===== config.mk =====
export PLATFORM = sky130hd
export DESIGN_NAME = atd_block_receiver
export DESIGN_NICKNAME = d
export VERILOG_FILES = /design/src/rtl/aes_pkg.sv /design/src/rtl/atd_block_receiver_sync_edge_detect.sv /design/src/rtl/atd_block_receiver.sv
export SDC_FILE = /design/constraint.sdc
export NUM_CORES = 1
export LEC_CHECK = 0
export CORE_MARGIN = 2
export CORE_UTILIZATION = 55
export CTS_CLUSTER_DIAMETER = 80
export DETAILED_ROUTE_END_ITERATION = 12
export PLACE_DENSITY = 0.77
export SYNTH_ARGS = -nofsm -noshare
export SYNTH_HDL_FRONTEND = slang
export SYNTH_SLANG_ARGS = --single-unit

===== constraint.sdc =====
create_clock -name clk -period 2.4 [get_ports clk]
set_input_delay 0.6 -clock clk [delete_from_list [all_inputs] [get_ports clk]]
set_output_delay 0.6 -clock clk [all_outputs]
set_load 0.02 [all_outputs]

===== src/rtl/aes_pkg.sv =====
// Shared types for the AES encryptor front end: block width, block type and
// the ATD receiver assembly states.
package aes_pkg;
  localparam int BLOCK_W = 128;

  typedef logic [BLOCK_W-1:0] block_t;

  typedef enum logic [1:0] {
    EMPTY,
    FILLING,
    STALL
  } atd_rx_state_e;
endpackage


===== src/rtl/atd_block_receiver_sync_edge_detect.sv =====
// Brings the asynchronous ATD bit clock and data into clk and emits a registered
// one-cycle strobe with the data bit that was present on each ATD_clk rising edge.
module sync_edge_detect #(
  parameter int SYNC_STAGES = 2
) (
  input  logic clk,
  input  logic rst,
  input  logic atd_clk,
  input  logic atd_data,
  output logic bit_vld_p1,
  output logic bit_val_p1
);
  logic [SYNC_STAGES-1:0] clk_sync_p0;
  logic [SYNC_STAGES-1:0] data_sync_p0;
  logic                   clk_prev_p0;

  // Synchronisers preset to the idle-high line state so reset never looks like an edge.
  always_ff @(posedge clk) begin
    if (rst) begin
      clk_sync_p0  <= '1;
      data_sync_p0 <= '1;
      clk_prev_p0  <= 1'b1;
      bit_vld_p1   <= 1'b0;
      bit_val_p1   <= 1'b0;
    end else begin
      clk_sync_p0  <= {clk_sync_p0[SYNC_STAGES-2:0], atd_clk};
      data_sync_p0 <= {data_sync_p0[SYNC_STAGES-2:0], atd_data};
      clk_prev_p0  <= clk_sync_p0[SYNC_STAGES-1];
      // ---- stage p1: edge strobe and its aligned data bit ----
      bit_vld_p1   <= clk_sync_p0[SYNC_STAGES-1] & ~clk_prev_p0;
      bit_val_p1   <= data_sync_p0[SYNC_STAGES-1];
    end
  end
endmodule


===== src/rtl/atd_block_receiver.sv =====
// ATD serial link deserialiser: assembles 128-bit plaintext blocks (first bit received
// lands in bit 0) and hands them to the AES core over valid/ready, with one block of slack.
import aes_pkg::*;

module atd_block_receiver #(
  parameter int SYNC_STAGES  = 2,
  parameter int IDLE_TIMEOUT = 64
) (
  input  logic         clk,
  input  logic         rst,
  input  logic         ATD_data,
  input  logic         ATD_clk,
  output block_t       block_out,
  output logic         block_valid,
  input  logic         block_ready,
  output logic [6:0]   bit_count,
  output logic         overrun,
  output logic         frame_err
);
  localparam int IDLE_W = $clog2(IDLE_TIMEOUT + 1);

  function automatic logic [IDLE_W-1:0] idle_sat_inc(input logic [IDLE_W-1:0] v);
    return (v == IDLE_W'(IDLE_TIMEOUT)) ? v : v + 1'b1;
  endfunction

  logic               cap_vld_p1;
  logic               cap_bit_p1;
  atd_rx_state_e      state;
  block_t             shreg;
  block_t             shreg_nxt;
  logic [IDLE_W-1:0]  idle_cnt;
  logic               out_free;

  sync_edge_detect #(
    .SYNC_STAGES (SYNC_STAGES)
  ) u_sync (
    .clk        (clk),
    .rst        (rst),
    .atd_clk    (ATD_clk),
    .atd_data   (ATD_data),
    .bit_vld_p1 (cap_vld_p1),
    .bit_val_p1 (cap_bit_p1)
  );

  assign shreg_nxt = {cap_bit_p1, shreg[BLOCK_W-1:1]};
  // Output register can take a new block this edge: empty, or being accepted now.
  assign out_free  = !block_valid || block_ready;

  // ---- stage p2: assembly FSM, output buffer and status ----
  always_ff @(posedge clk) begin
    if (rst) begin
      state       <= EMPTY;
      shreg       <= '0;
      block_out   <= '0;
      block_valid <= 1'b0;
      bit_count   <= '0;
      overrun     <= 1'b0;
      frame_err   <= 1'b0;
      idle_cnt    <= '0;
    end else begin
      frame_err <= 1'b0;
      if (block_valid && block_ready)
        block_valid <= 1'b0;

      case (state)
        EMPTY: begin
          if (cap_vld_p1) begin
            shreg     <= shreg_nxt;
            bit_count <= 7'd1;
            idle_cnt  <= '0;
            state     <= FILLING;
          end
        end

        FILLING: begin
          if (cap_vld_p1) begin
            shreg    <= shreg_nxt;
            idle_cnt <= '0;
            if (bit_count == 7'(BLOCK_W - 1)) begin
              bit_count <= '0;
              if (out_free) begin
                block_out   <= shreg_nxt;
                block_valid <= 1'b1;
                shreg       <= '0;
                state       <= EMPTY;
              end else begin
                state <= STALL;
              end
            end else begin
              bit_count <= bit_count + 7'd1;
            end
          end else if (idle_cnt == IDLE_W'(IDLE_TIMEOUT - 1)) begin
            // Link went quiet mid-block: throw the partial block away.
            shreg     <= '0;
            bit_count <= '0;
            idle_cnt  <= '0;
            frame_err <= 1'b1;
            state     <= EMPTY;
          end else begin
            idle_cnt <= idle_sat_inc(idle_cnt);
          end
        end

        STALL: begin
          if (cap_vld_p1)
            overrun <= 1'b1;
          if (out_free) begin
            block_out   <= shreg;
            block_valid <= 1'b1;
            shreg       <= '0;
            state       <= EMPTY;
          end
        end

        default: state <= EMPTY;
      endcase
    end
  end
endmodule


-- Word level (Yosys, flattened, before mapping)
Index checks and enable logic that the tools add are counted.
- memories kept: 0
- memory bits (read-only): 0
- output and inout bits: 138
- input bits: 5
- bits in latches: 0
- logic and storage cells: 80
- register bits after elaboration: 282
- RAM bits: 0
- reduce and logical (&&, ||, !) cells: 14
- multiply operators: 0
- shift operators: 0
- equal/unequal tests: 13
- div/mod/pow operators: 0
- $lt $le $gt $ge: 0
- $add $sub $neg: 2
- multiplexer cells: 35
- bitwise operators: 3
- operators by type and width (cell ; count):
    2-to-1 mux 128 bit ; 10
    one-hot mux 128 bit (3 select lines) ; 1
    one-hot mux 128 bit (2 select lines) ; 1
    2-to-1 mux 7 bit ; 8
    one-hot mux 7 bit (2 select lines) ; 2
    adder 7 x 1 -> 7 bit (second input constant) ; 2
    equality test 7 bit (second input constant) ; 2
    2-to-1 mux 2 bit ; 6
    AND reduction 4 bit ; 2
    equality test 7 x 6 -> 1 bit (second input constant) ; 1
    != test 2 bit (second input constant) ; 3
    one-hot mux 2 bit (3 select lines) ; 1
    AND reduction 3 bit ; 2
    2-to-1 mux 1 bit ; 5
    AND reduction 5 bit ; 1
    != test 2 x 1 -> 1 bit (second input constant) ; 2
    != test 4 x 3 -> 1 bit (second input constant) ; 1
    nonzero test 2 bit ; 2
    != test 3 x 2 -> 1 bit (second input constant) ; 1
    != test 3 bit (second input constant) ; 1
    nonzero test 3 bit ; 1
    OR reduction 3 bit ; 1
    equality test 2 x 1 -> 1 bit (second input constant) ; 1
    equality test 2 bit (second input constant) ; 1
    other kinds (8) ; 9

-- Depth between registers and ports, before layout
Gate-level depths: netlist of run 1.
- depth after elaboration: 6
- depth in mapped cells: 9
- gate-level depth less buffers: 6

-- Hierarchy
A second synthesis of run 1 with hierarchy kept.
- cell total of the unflattened synthesis: 1027
- area total of the unflattened synthesis: 12150.4 µm²
- modules (own cells, without submodules) (module ; seq. area each (µm²) ; times used ; cells each ; area an instance (µm²)):
    atd_block_receiver ; 5505.3 ; 1 ; 1013 ; 11965.2
    sync_edge_detect ; 140.1 ; 1 ; 14 ; 185.2

-- Least setup slack after synthesis of run 1
OpenSTA, ideal clock, no wires.
- path kind: register -> register
- from: reg bit_count[0]
- to: reg block_out[0]
- stages on the path, launching flop included: 8
- setup time: 0.134 ns
- slack: 0.413 ns
- data required time: 2.266 ns
- period minus slack after synthesis: 1.987 ns
- arrival: 1.853 ns
- cell sequence: dfxtp_1 ha_1 nand4_1 o32ai_2 and2_1 clkbuf_1 buf_2 a211oi_1
- longest elaborated chain between the ends: 3
- ends and longest elaborated chain (item ; RTL line ; text):
    start, declared ; atd_block_receiver.sv:16 ; output logic [6:0] bit_count,
    start signal, assigned ; atd_block_receiver.sv:90 ; bit_count <= bit_count + 7'd1;
    equality test 7 bit ; atd_block_receiver.sv:79 ; if (bit_count == 7'(BLOCK_W - 1)) begin
    != test 2 bit (no source line) ; - ;
    AND reduction 5 bit (no source line) ; - ;
    end signal, assigned ; atd_block_receiver.sv:82 ; block_out <= shreg_nxt;
    end signal, assigned ; atd_block_receiver.sv:108 ; block_out <= shreg;
    end, declared ; atd_block_receiver.sv:13 ; output block_t block_out,
Every way passes these cells.
A chain may end at the register's enable or synchronous reset.

-- Final worst setup path of run 1
- from: reg state[0]
- to: reg block_out[8]
- longest elaborated chain between the ends: 3
- elaborated cells on any way between the ends: 9
- ends and longest elaborated chain (item ; RTL line ; text):
    start, declared ; atd_block_receiver.sv:28 ; atd_rx_state_e state;
    start signal, assigned ; atd_block_receiver.sv:52 ; state <= EMPTY;
    start signal, assigned ; atd_block_receiver.sv:71 ; state <= FILLING;
    start signal, assigned ; atd_block_receiver.sv:85 ; state <= EMPTY;
    equality test 2 x 1 -> 1 bit / equality test 2 bit (equally long branches) ; atd_block_receiver.sv:65 ; case (state)
    != test 2 x 1 -> 1 bit (no source line) (tied with other cells) ; - ;
    AND reduction 5 bit (no source line) ; - ;
Several ways; a longest one is shown, not always the timed one.

==> results, run 1 <==
- The top cell type by area accounts for 49.4% of the synthesized area.
- The detailed-route wire length is 25,400 um.
- The count of nets left with antenna violations once routing finished came out at 0.
- The mapped netlist covers 0.0114 mm2.
- For this run, design rule violations remaining after detail routing come to 0.
- The setup path with the least slack is of type flip-flop to flip-flop.
- The mean instance size in the synthesized netlist is 11.0 um2.
- The setup TNS is 0 ns.
- The combined buffer and inverter count along the critical path is 3.
- Entering global routing, the biggest net connects 100 pins.
- The commonest cells after synthesis are 282 x sky130_fd_sc_hd__dfxtp_1, 140 x sky130_fd_sc_hd__a21oi_1, 131 x sky130_fd_sc_hd__a211oi_1.
- The combinational family with the most area after synthesis is compound AO/OA/AOI/OAI gates.
- The post-route netlist has 9.59% of its cells at a drive strength greater than 1.
- The cell family contributing the most delay on the critical path is compound AO/OA/AOI/OAI gates.
- The number of H-tree levels is 1.
- Once detailed placement completed, the half-perimeter wirelength came to 15,100 um.
- The parity-gate share of the synthesized area counting xor and xnor cells is 0.230%.
- For this run, the slowest stage of the critical path takes 0.40 ns.
- The cell at the root of the clock tree is sky130_fd_sc_hd__clkbuf_16.
- Summing the areas of all compound-gate instances in the mapped netlist gives 27.9% of the synthesized area.
- Routability-driven placement finished with a final weighted congestion of 0.786.
- During placement, the flow inserted port buffers numbering 142.
- The worst-case setup margin in the final layout is 0.164 ns.
- The total global-route track usage is 22.3%.
- The global-route wire length before repair is 41,600 um.
- The number of nets at the end of the flow is 1,151.
- The tightest min-delay check is of the flip-flop to flip-flop type.
- The worst-case register-to-register setup slack is 0.16 ns.
- The hold violation count in the final report is 0.
- For this configuration, the core starts out at a cell density of 56.3%.
- The standard cell with the maximum stage delay on the critical path is sky130_fd_sc_hd__dfxtp_1.
- The worst endpoint data arrival time is 2.68 ns.
- The worst-case vdd ir drop is 0.678 mV.
- Including well taps, the total number of placed cells is 1,371.
- STA classifies the critical path endpoint as a flip-flop.
- The leakage power is 4.21 nW.
- The final count of pins violating max slew came to 0.
- On the final layout, the worst hold slack is 0.391 ns.
- The antenna cell count is 0.
- After detailed routing, the average wire length per cell comes to 17.8 um.
- The maximum clock rate is 447 MHz.
- By area the synthesized netlist is led by sky130_fd_sc_hd__dfxtp_1 49%, sky130_fd_sc_hd__mux2i_1 11%, sky130_fd_sc_hd__a32o_1 11%, sky130_fd_sc_hd__a211oi_1 8.6%, sky130_fd_sc_hd__a21oi_1 6.1%.
- Clock skew on the completed layout was measured at 0.0213 ns.
- The worst path uses 93.2% of the clock period.
- The share of cell area taken by muxes after synthesis is 11.3%.
- Setup violations remaining at the end of the flow were counted as 0.
- The most repeated cell in the gate-level netlist after synthesis is sky130_fd_sc_hd__dfxtp_1.
- The async set or reset register ratio after synthesis is 0%.
- In the synthesized netlist the dominant register cell turns out to be sky130_fd_sc_hd__dfxtp_1.
- The height of the chip is 148 um.
- The clock insertion delay at the later pin of the skew report is 0.54 ns.
- At the placement stage, the worst setup path has a slack of -0.0796 ns.
- The cell seen most often among critical-path stages is sky130_fd_sc_hd__buf_4.
- Global routing finished with a remaining overflow of 0.
- The number of standard-cell rows in the floorplan is 52.
- Setup repair after global routing left no endpoint under its margin.
- The die width is 148 um.
- The count of routing violations after the opening detailed-route iteration is 647.
- Clock tree synthesis found a total of 282 sinks.
- The number of buffers created by CTS is 29.
- In this run the tightest slew margin relative to its limit is 35.8%.
- The total I/O pin count is 143.
- In this run the cell area measured after placement is 0.0129 mm2.
- The number of iterations in the first detailed-routing pass is 5.
- The CTS tree is yes.
- The worst setup path is launched from a flip-flop.
- At the worst endpoint, the required time is 2.85 ns.
- At the pin with the least slew margin, the transition time is 0.964 ns.
- Across the run, the number of max-cap violations was 0.
- The maximum net fanout on the critical path is 57.
- With fillers left out, the area of the finished cells amounts to 0.0139 mm2.
- At the end of the flow the core is filled with cells to 68.7%.
- The mean number of vias per cell is 6.21.
- The post-layout minimum cycle time is 2.24 ns.
- For this block, the via count after detailed routing is 8,865.
- Dividing total power by cell area gives a power density of 691 mW/mm2.
- The number of antenna violations at the first check in global routing is 0.
- The signal on the critical path passes through ha_1 > buf_4 > nand2_2 > o32ai_4 > buf_4 > buf_12 > a21oi_1 > a211oi_1.
- The simple-gate portion of the synthesized area is 3.36%.
- The number of enable flip-flop cells after synthesis is 0.
- The number of hold buffers added after CTS was 0.
- The number of standard cells in the layout, taps in and fillers out is 1,428.
- The total of warnings raised by yosys is 0.
- The number of register bits inferred by synthesis is 282.
- The adder-cell area share of the yosys netlist is 0.875%.
- The run finished with clean final reports.
- The cell type with the largest total area after synthesis is sky130_fd_sc_hd__dfxtp_1.
- The number of nets handed over by synthesis was 1,054.
- The number of global-route vias before repair came to 8,198.
- Relative to the synthesized area, the layout overhead comes to 21.9%.
- The area of the core region is 0.0203 mm2.
- The sequential cell area fraction in the yosys report is 49.4%.
- The die footprint is 0.0220 mm2.
- In the synthesized netlist, the number of instances is 1,041.
- The distinct cell type count of the synthesized netlist is 50.
- Clock-pin slew was measured on the worst setup and hold paths at 0.06 ns.
- No sink is reached through more buffers than the 3 on the longest clock path.
- The total chip power is 9.63 mW.
power breakdown:
group          switching, mW  total [mW]  internal (mW)
clock                   1.80        4.42           2.62
combinational          0.366       0.514          0.148
sequential           0.00714        4.70           4.69
area by class of cell:
class,instances,area (um2)
flip-flops and latches,282,5650
repair buffers,186,1920
clock inverters,10,85.1
multi-input cells,632,5050
fillers,1615,6360
clock buffers,41,871
well taps,270,338
inverters,7,26.3
state kept, by name, summed over array words and instances (netlist names):
name / count
bit_count: 7
u_sync.bit_val_p1: 1
u_sync.data_sync_p0: 2
state: 2
u_sync.clk_sync_p0: 2
u_sync.clk_prev_p0: 1
block_valid: 1
block_out: 128
overrun: 1
frame_err: 1
shreg: 128
idle_cnt: 7
u_sync.bit_vld_p1: 1
what timing repair did:
action / 4_1_cts / 5_1_grt
resized for setup: 0 / 1
setup buffers: 0 / 6
setup endpoints to repair: 0 / 184
routing by layer:
metal / share of wire (%) / GRT usage (%) / wire [um]
met1: 45 / 30.5 / 11500
met4: 2.5 / 6.86 / 646
met5: 0 / 0 / 0
met2: 48 / 36.7 / 12200
met3: 4.2 / 3.37 / 1070
final timing paths:
check	startpoint	end	cells after the start
worst min-delay path	u_sync.clk_prev_p0$_SDFF_PP1_	u_sync.bit_vld_p1$_SDFF_PP0_	1
worst max-delay path	state[0]$_SDFFE_PP0P_	block_out[8]$_SDFFE_PP0P_	8
worst max register to register	state[0]$_SDFFE_PP0P_	block_out[8]$_SDFFE_PP0P_	8
worst min register to register	u_sync.clk_prev_p0$_SDFF_PP1_	u_sync.bit_vld_p1$_SDFF_PP0_	1
kinds of logic after synthesis:
logic type / Yosys count
buffers and inverters: 127
adder cells (fa/ha/maj): 8
AO/OA/AOI/OAI: 428
AND/OR/NAND/NOR: 64
flip-flops: 282
XOR/XNOR: 3
multiplexers: 129
cell usage in the layout (no fill, tap or decap), types with 2 or more instances in the layout:
cell	Yosys	final
sky130_fd_sc_hd__buf_4	1	31
sky130_fd_sc_hd__a21oi_4	0	2
sky130_fd_sc_hd__nand2b_1	3	2
sky130_fd_sc_hd__nor2b_1	4	4
sky130_fd_sc_hd__a31oi_1	2	2
sky130_fd_sc_hd__a21oi_1	140	138
sky130_fd_sc_hd__clkinv_2	0	7
sky130_fd_sc_hd__a22oi_1	2	2
sky130_fd_sc_hd__a32o_1	128	128
sky130_fd_sc_hd__clkdlybuf4s50_1	0	141
sky130_fd_sc_hd__clkbuf_16	0	29
sky130_fd_sc_hd__o21ai_0	6	6
sky130_fd_sc_hd__nand2_1	8	7
sky130_fd_sc_hd__inv_1	7	7
sky130_fd_sc_hd__and2_1	4	3
sky130_fd_sc_hd__a211oi_1	131	131
sky130_fd_sc_hd__clkbuf_1	55	2
sky130_fd_sc_hd__dfxtp_1	282	282
sky130_fd_sc_hd__nand4_1	5	5
sky130_fd_sc_hd__ha_1	8	7
sky130_fd_sc_hd__buf_12	11	14
sky130_fd_sc_hd__clkbuf_8	0	10
sky130_fd_sc_hd__nand3_1	4	4
sky130_fd_sc_hd__or2_2	5	5
sky130_fd_sc_hd__o31ai_1	6	6
sky130_fd_sc_hd__xnor2_1	3	3
sky130_fd_sc_hd__o31a_1	2	2
sky130_fd_sc_hd__nor3_1	4	4
sky130_fd_sc_hd__a41oi_1	2	2
sky130_fd_sc_hd__nor2_1	13	13
sky130_fd_sc_hd__mux2i_1	129	129
sky130_fd_sc_hd__nor3b_1	3	3
Note: power is estimated with default switching activity, not from simulation.
==> run 2, diff against run 1 <==
--- a/config.mk
+++ b/config.mk
@@ -13,3 +13,4 @@
 export SYNTH_ARGS = -nofsm -noshare
 export SYNTH_HDL_FRONTEND = slang
 export SYNTH_SLANG_ARGS = --single-unit
+export TNS_END_PERCENT = 1
==> run 2 against run 1 <==
Compared with the run above: via count grew 0.27%; non-clock buffer count down 1; highest routed layer unchanged; combinational power about the same; first-iteration DRC count fell by 4.6%; hold slack about the same; critical endpoint is now block_out[23]$_SDFFE_PP0P_.
==> results, run 2 (synthesis results as in run 1) <==
- From synthesis to final layout, the design area changed by 21.8%.
- The number of nets at the end of the flow is 1,150.
- The clock insertion delay at the later pin of the skew report is 0.54 ns.
- The worst hold path stage count is 1.
- In the layout the commonest cells are 282 x sky130_fd_sc_hd__dfxtp_1, 141 x sky130_fd_sc_hd__clkdlybuf4s50_1, 138 x sky130_fd_sc_hd__a21oi_1.
- The number of iterations in the first detailed-routing pass is 6.
- The path depth of the worst reg2reg path is 6.
- The launch point of the worst reg-to-reg path is bit_count[0]$_SDFFE_PP0P_.
- The first global-routing pass estimated 41,600 um of wire.
- The longest individual stage delay on the worst path is 0.47 ns.
- The wire length on met3 is 1260 um.
- The hold violation count in the final report was 0.
- The worst-case register-to-register setup slack is 0.15 ns.
- The critical path required time is 2.82 ns.
- The combined flip-flop and latch cell area is 0.00565 mm2.
- The startpoint class of the critical path is a flip-flop.
- Entering global routing, the biggest net connects 100 pins.
- The mean number of vias per cell is 6.23.
- The relative max-transition margin is 35.8%.
- The worst-case setup margin in the final layout is 0.149 ns.
- Tracing the worst setup path back leads to its startpoint at bit_count[0]$_SDFFE_PP0P_.
- The cell at the root of the clock tree is sky130_fd_sc_hd__clkbuf_16.
- The number of global-route vias before repair is 8,198.
- Hold timing on the final database bottoms out at a slack of 0.391 ns.
- The number of antenna violations at the first check in global routing is 0.
- The worst-case vdd ir drop is 0.678 mV.
- The launch instance of the worst min-delay path is u_sync.clk_prev_p0$_SDFF_PP1_.
- The highest metal layer carrying signal wires in the routed design is met4.
- Wires add up to 25,400 um.
- The total I/O pin count is 143.
- The die is 148 um wide.
- After detailed routing, the number of remaining DRC violations is 0.
- The region available for standard cell placement spans 0.0203 mm2.
- After legalization and detailed placement, the total HPWL measured 15,100 um.
- The worst hold path terminates at u_sync.bit_vld_p1$_SDFF_PP0_.
- The leakage power is 4.20 nW.
- The worst hold-check path type is flip-flop to flip-flop.
- The number of clock buffers added by TritonCTS is 29.
- The final critical path takes up 93.8% of the cycle.
- The CTS tree is yes.
- Power comes to 9.63 mW.
- Global routing used 22.3% of the available tracks.
- Max-cap violations in this run came to 0.
- The maximum net fanout on the critical path is 45.
- The final count of pins violating max slew is 0.
- The critical path is of the flip-flop to flip-flop type.
- Walking the worst path, the cells encountered are ha_2 > nand4_1 > o32ai_4 > and2_4 > buf_12 > a211oi_1.
- For the final database, setup skew stands at 0.0228 ns.
- The final setup violation count is 0.
- The final weighted congestion in routability-driven placement is 0.786.
- The routed layout has 8,889 vias.
- The clock input transition at the sequential cells of the worst setup and hold paths is 0.06 ns.
- The standard cell with the maximum stage delay on the critical path is sky130_fd_sc_hd__o32ai_4.
- Hold repair after CTS inserted 0 buffers.
- For this block, wires on met1 add up to 11,400 um.
- The height of the chip is 148 um.
- The maximum clock rate is 444 MHz.
- CTS built an H-tree with a depth of 1.
- The commonest non-fill, non-tap cell in the layout is sky130_fd_sc_hd__dfxtp_1.
- The number of standard-cell rows in the floorplan is 52.
- The endpoint type of the worst setup path is a flip-flop.
- Data arrives at the worst endpoint at 2.67 ns.
- The die covers 0.0220 mm2.
- After detailed routing, the met2 layer carries 12,200 um of wire.
- The post-detailed-route count of antenna-violating nets is 0.
- The setup TNS is 0 ns.
- After global routing the overflow that remains totals 0.
- Prior to clock tree synthesis, the placed netlist has a worst setup slack of -0.0796 ns.
- The endpoint of the lowest-slack register-to-register path is block_out[23]$_SDFFE_PP0P_.
- The number of buffers on the longest clock path is 3.
- The multi-input combinational cells in the finished layout cover a total of 0.00505 mm2.
- The largest registers in the layout are block_out (128), shreg (128).
- Subtracting the final worst setup slack from the clock period gives 2.25 ns.
- The clock sink total is 282.
- The initial core utilization is 56.3%.
- At the pin with the least slew margin, the transition time is 0.963 ns.
- The count of input and output buffers is 142.
- Dividing the detail-routed wire length by the instance count gives 17.8 um.
- Of the cells placed in the final design, the portion with a size suffix greater than 1 is 9.59%.
- For this design the ratio of total power to cell area is 691 mW/mm2.
- The run finished with clean final reports.
- The layout has 1,616 filler cells.
- The repair_antennas step left the layout with diodes totalling 0.
- Setup repair after global routing could not meet its margin everywhere.
- The first routing iteration left 617 violations.
[run 2: changes by cell type in the layout (fill, tap and decap cells not counted), sizes merged]
cell	previous run	this run
buf	45	44
[run 2: repair_timing]
action | 4_1_cts | 5_1_grt
endpoints found under the setup margin | 0 | 184
buffers inserted | 0 | 5
resized for setup | 0 | 2
[run 2: how the worst max path moves through the flow]
stage / endpoint / slack (ns)
after floorplan: block_out[0]$_SDFFE_PP0P_ / 0.41
after CTS: shreg[79]$_SDFFE_PP0P_ / 0.02
final: block_out[23]$_SDFFE_PP0P_ / 0.15
after global routing: block_out[81]$_SDFFE_PP0P_ / -0.004
after detailed placement: shreg[79]$_SDFFE_PP0P_ / -0.08
after global placement: shreg[81]$_SDFFE_PP0P_ / -0.04
[run 2: area by class of cell]
cell class	instances	area share [%]
inverter	7	0.189
tap	270	2.42
clock inverter	10	0.611
sequential	282	40.5
clock buffer	41	6.25
multi-input combinational	632	36.3
timing repair buffer	185	13.8
[run 2: report_power, final]
group / switching, mW / internal (mW)
clock: 1.80 / 2.62
combinational: 0.365 / 0.148
sequential: 0.00718 / 4.69
[run 2: critical path: cells and delay by family, from the launching register on]
kind	cells	cell delay, ns
AO/OA/AOI/OAI	2	0.58
buffers and inverters	1	0.26
flip-flops	1	0.41
AND/OR/NAND/NOR	2	0.60
adder cells (fa/ha/maj)	1	0.25
[run 2: through the flow]
stage                     instance area, um2  utilization, %  instances
after floorplan                        11400               -       1041
after global placement                 12900            63.7       1371
after detailed placement               12900            63.7       1371
after CTS                              13900            68.4       1422
after global routing                   13900            68.6       1427
final                                  13900            68.6       1427
[run 2: metal layers]
layer,global-route usage (%),vias to the layer above
met5,0,-
met4,6.86,0
met3,3.37,45
met2,36.7,223
met1,30.5,4338
li1,-,4283
==> run 3, diff against run 2 <==
--- a/config.mk
+++ b/config.mk
@@ -9,6 +9,7 @@
 export CORE_UTILIZATION = 55
 export CTS_CLUSTER_DIAMETER = 80
 export DETAILED_ROUTE_END_ITERATION = 12
+export HOLD_SLACK_MARGIN = 0.08
 export PLACE_DENSITY = 0.77
 export SYNTH_ARGS = -nofsm -noshare
 export SYNTH_HDL_FRONTEND = slang
==> results of run 3 <==
No change in the layout: final DEF, timing and power equal those of run 2.
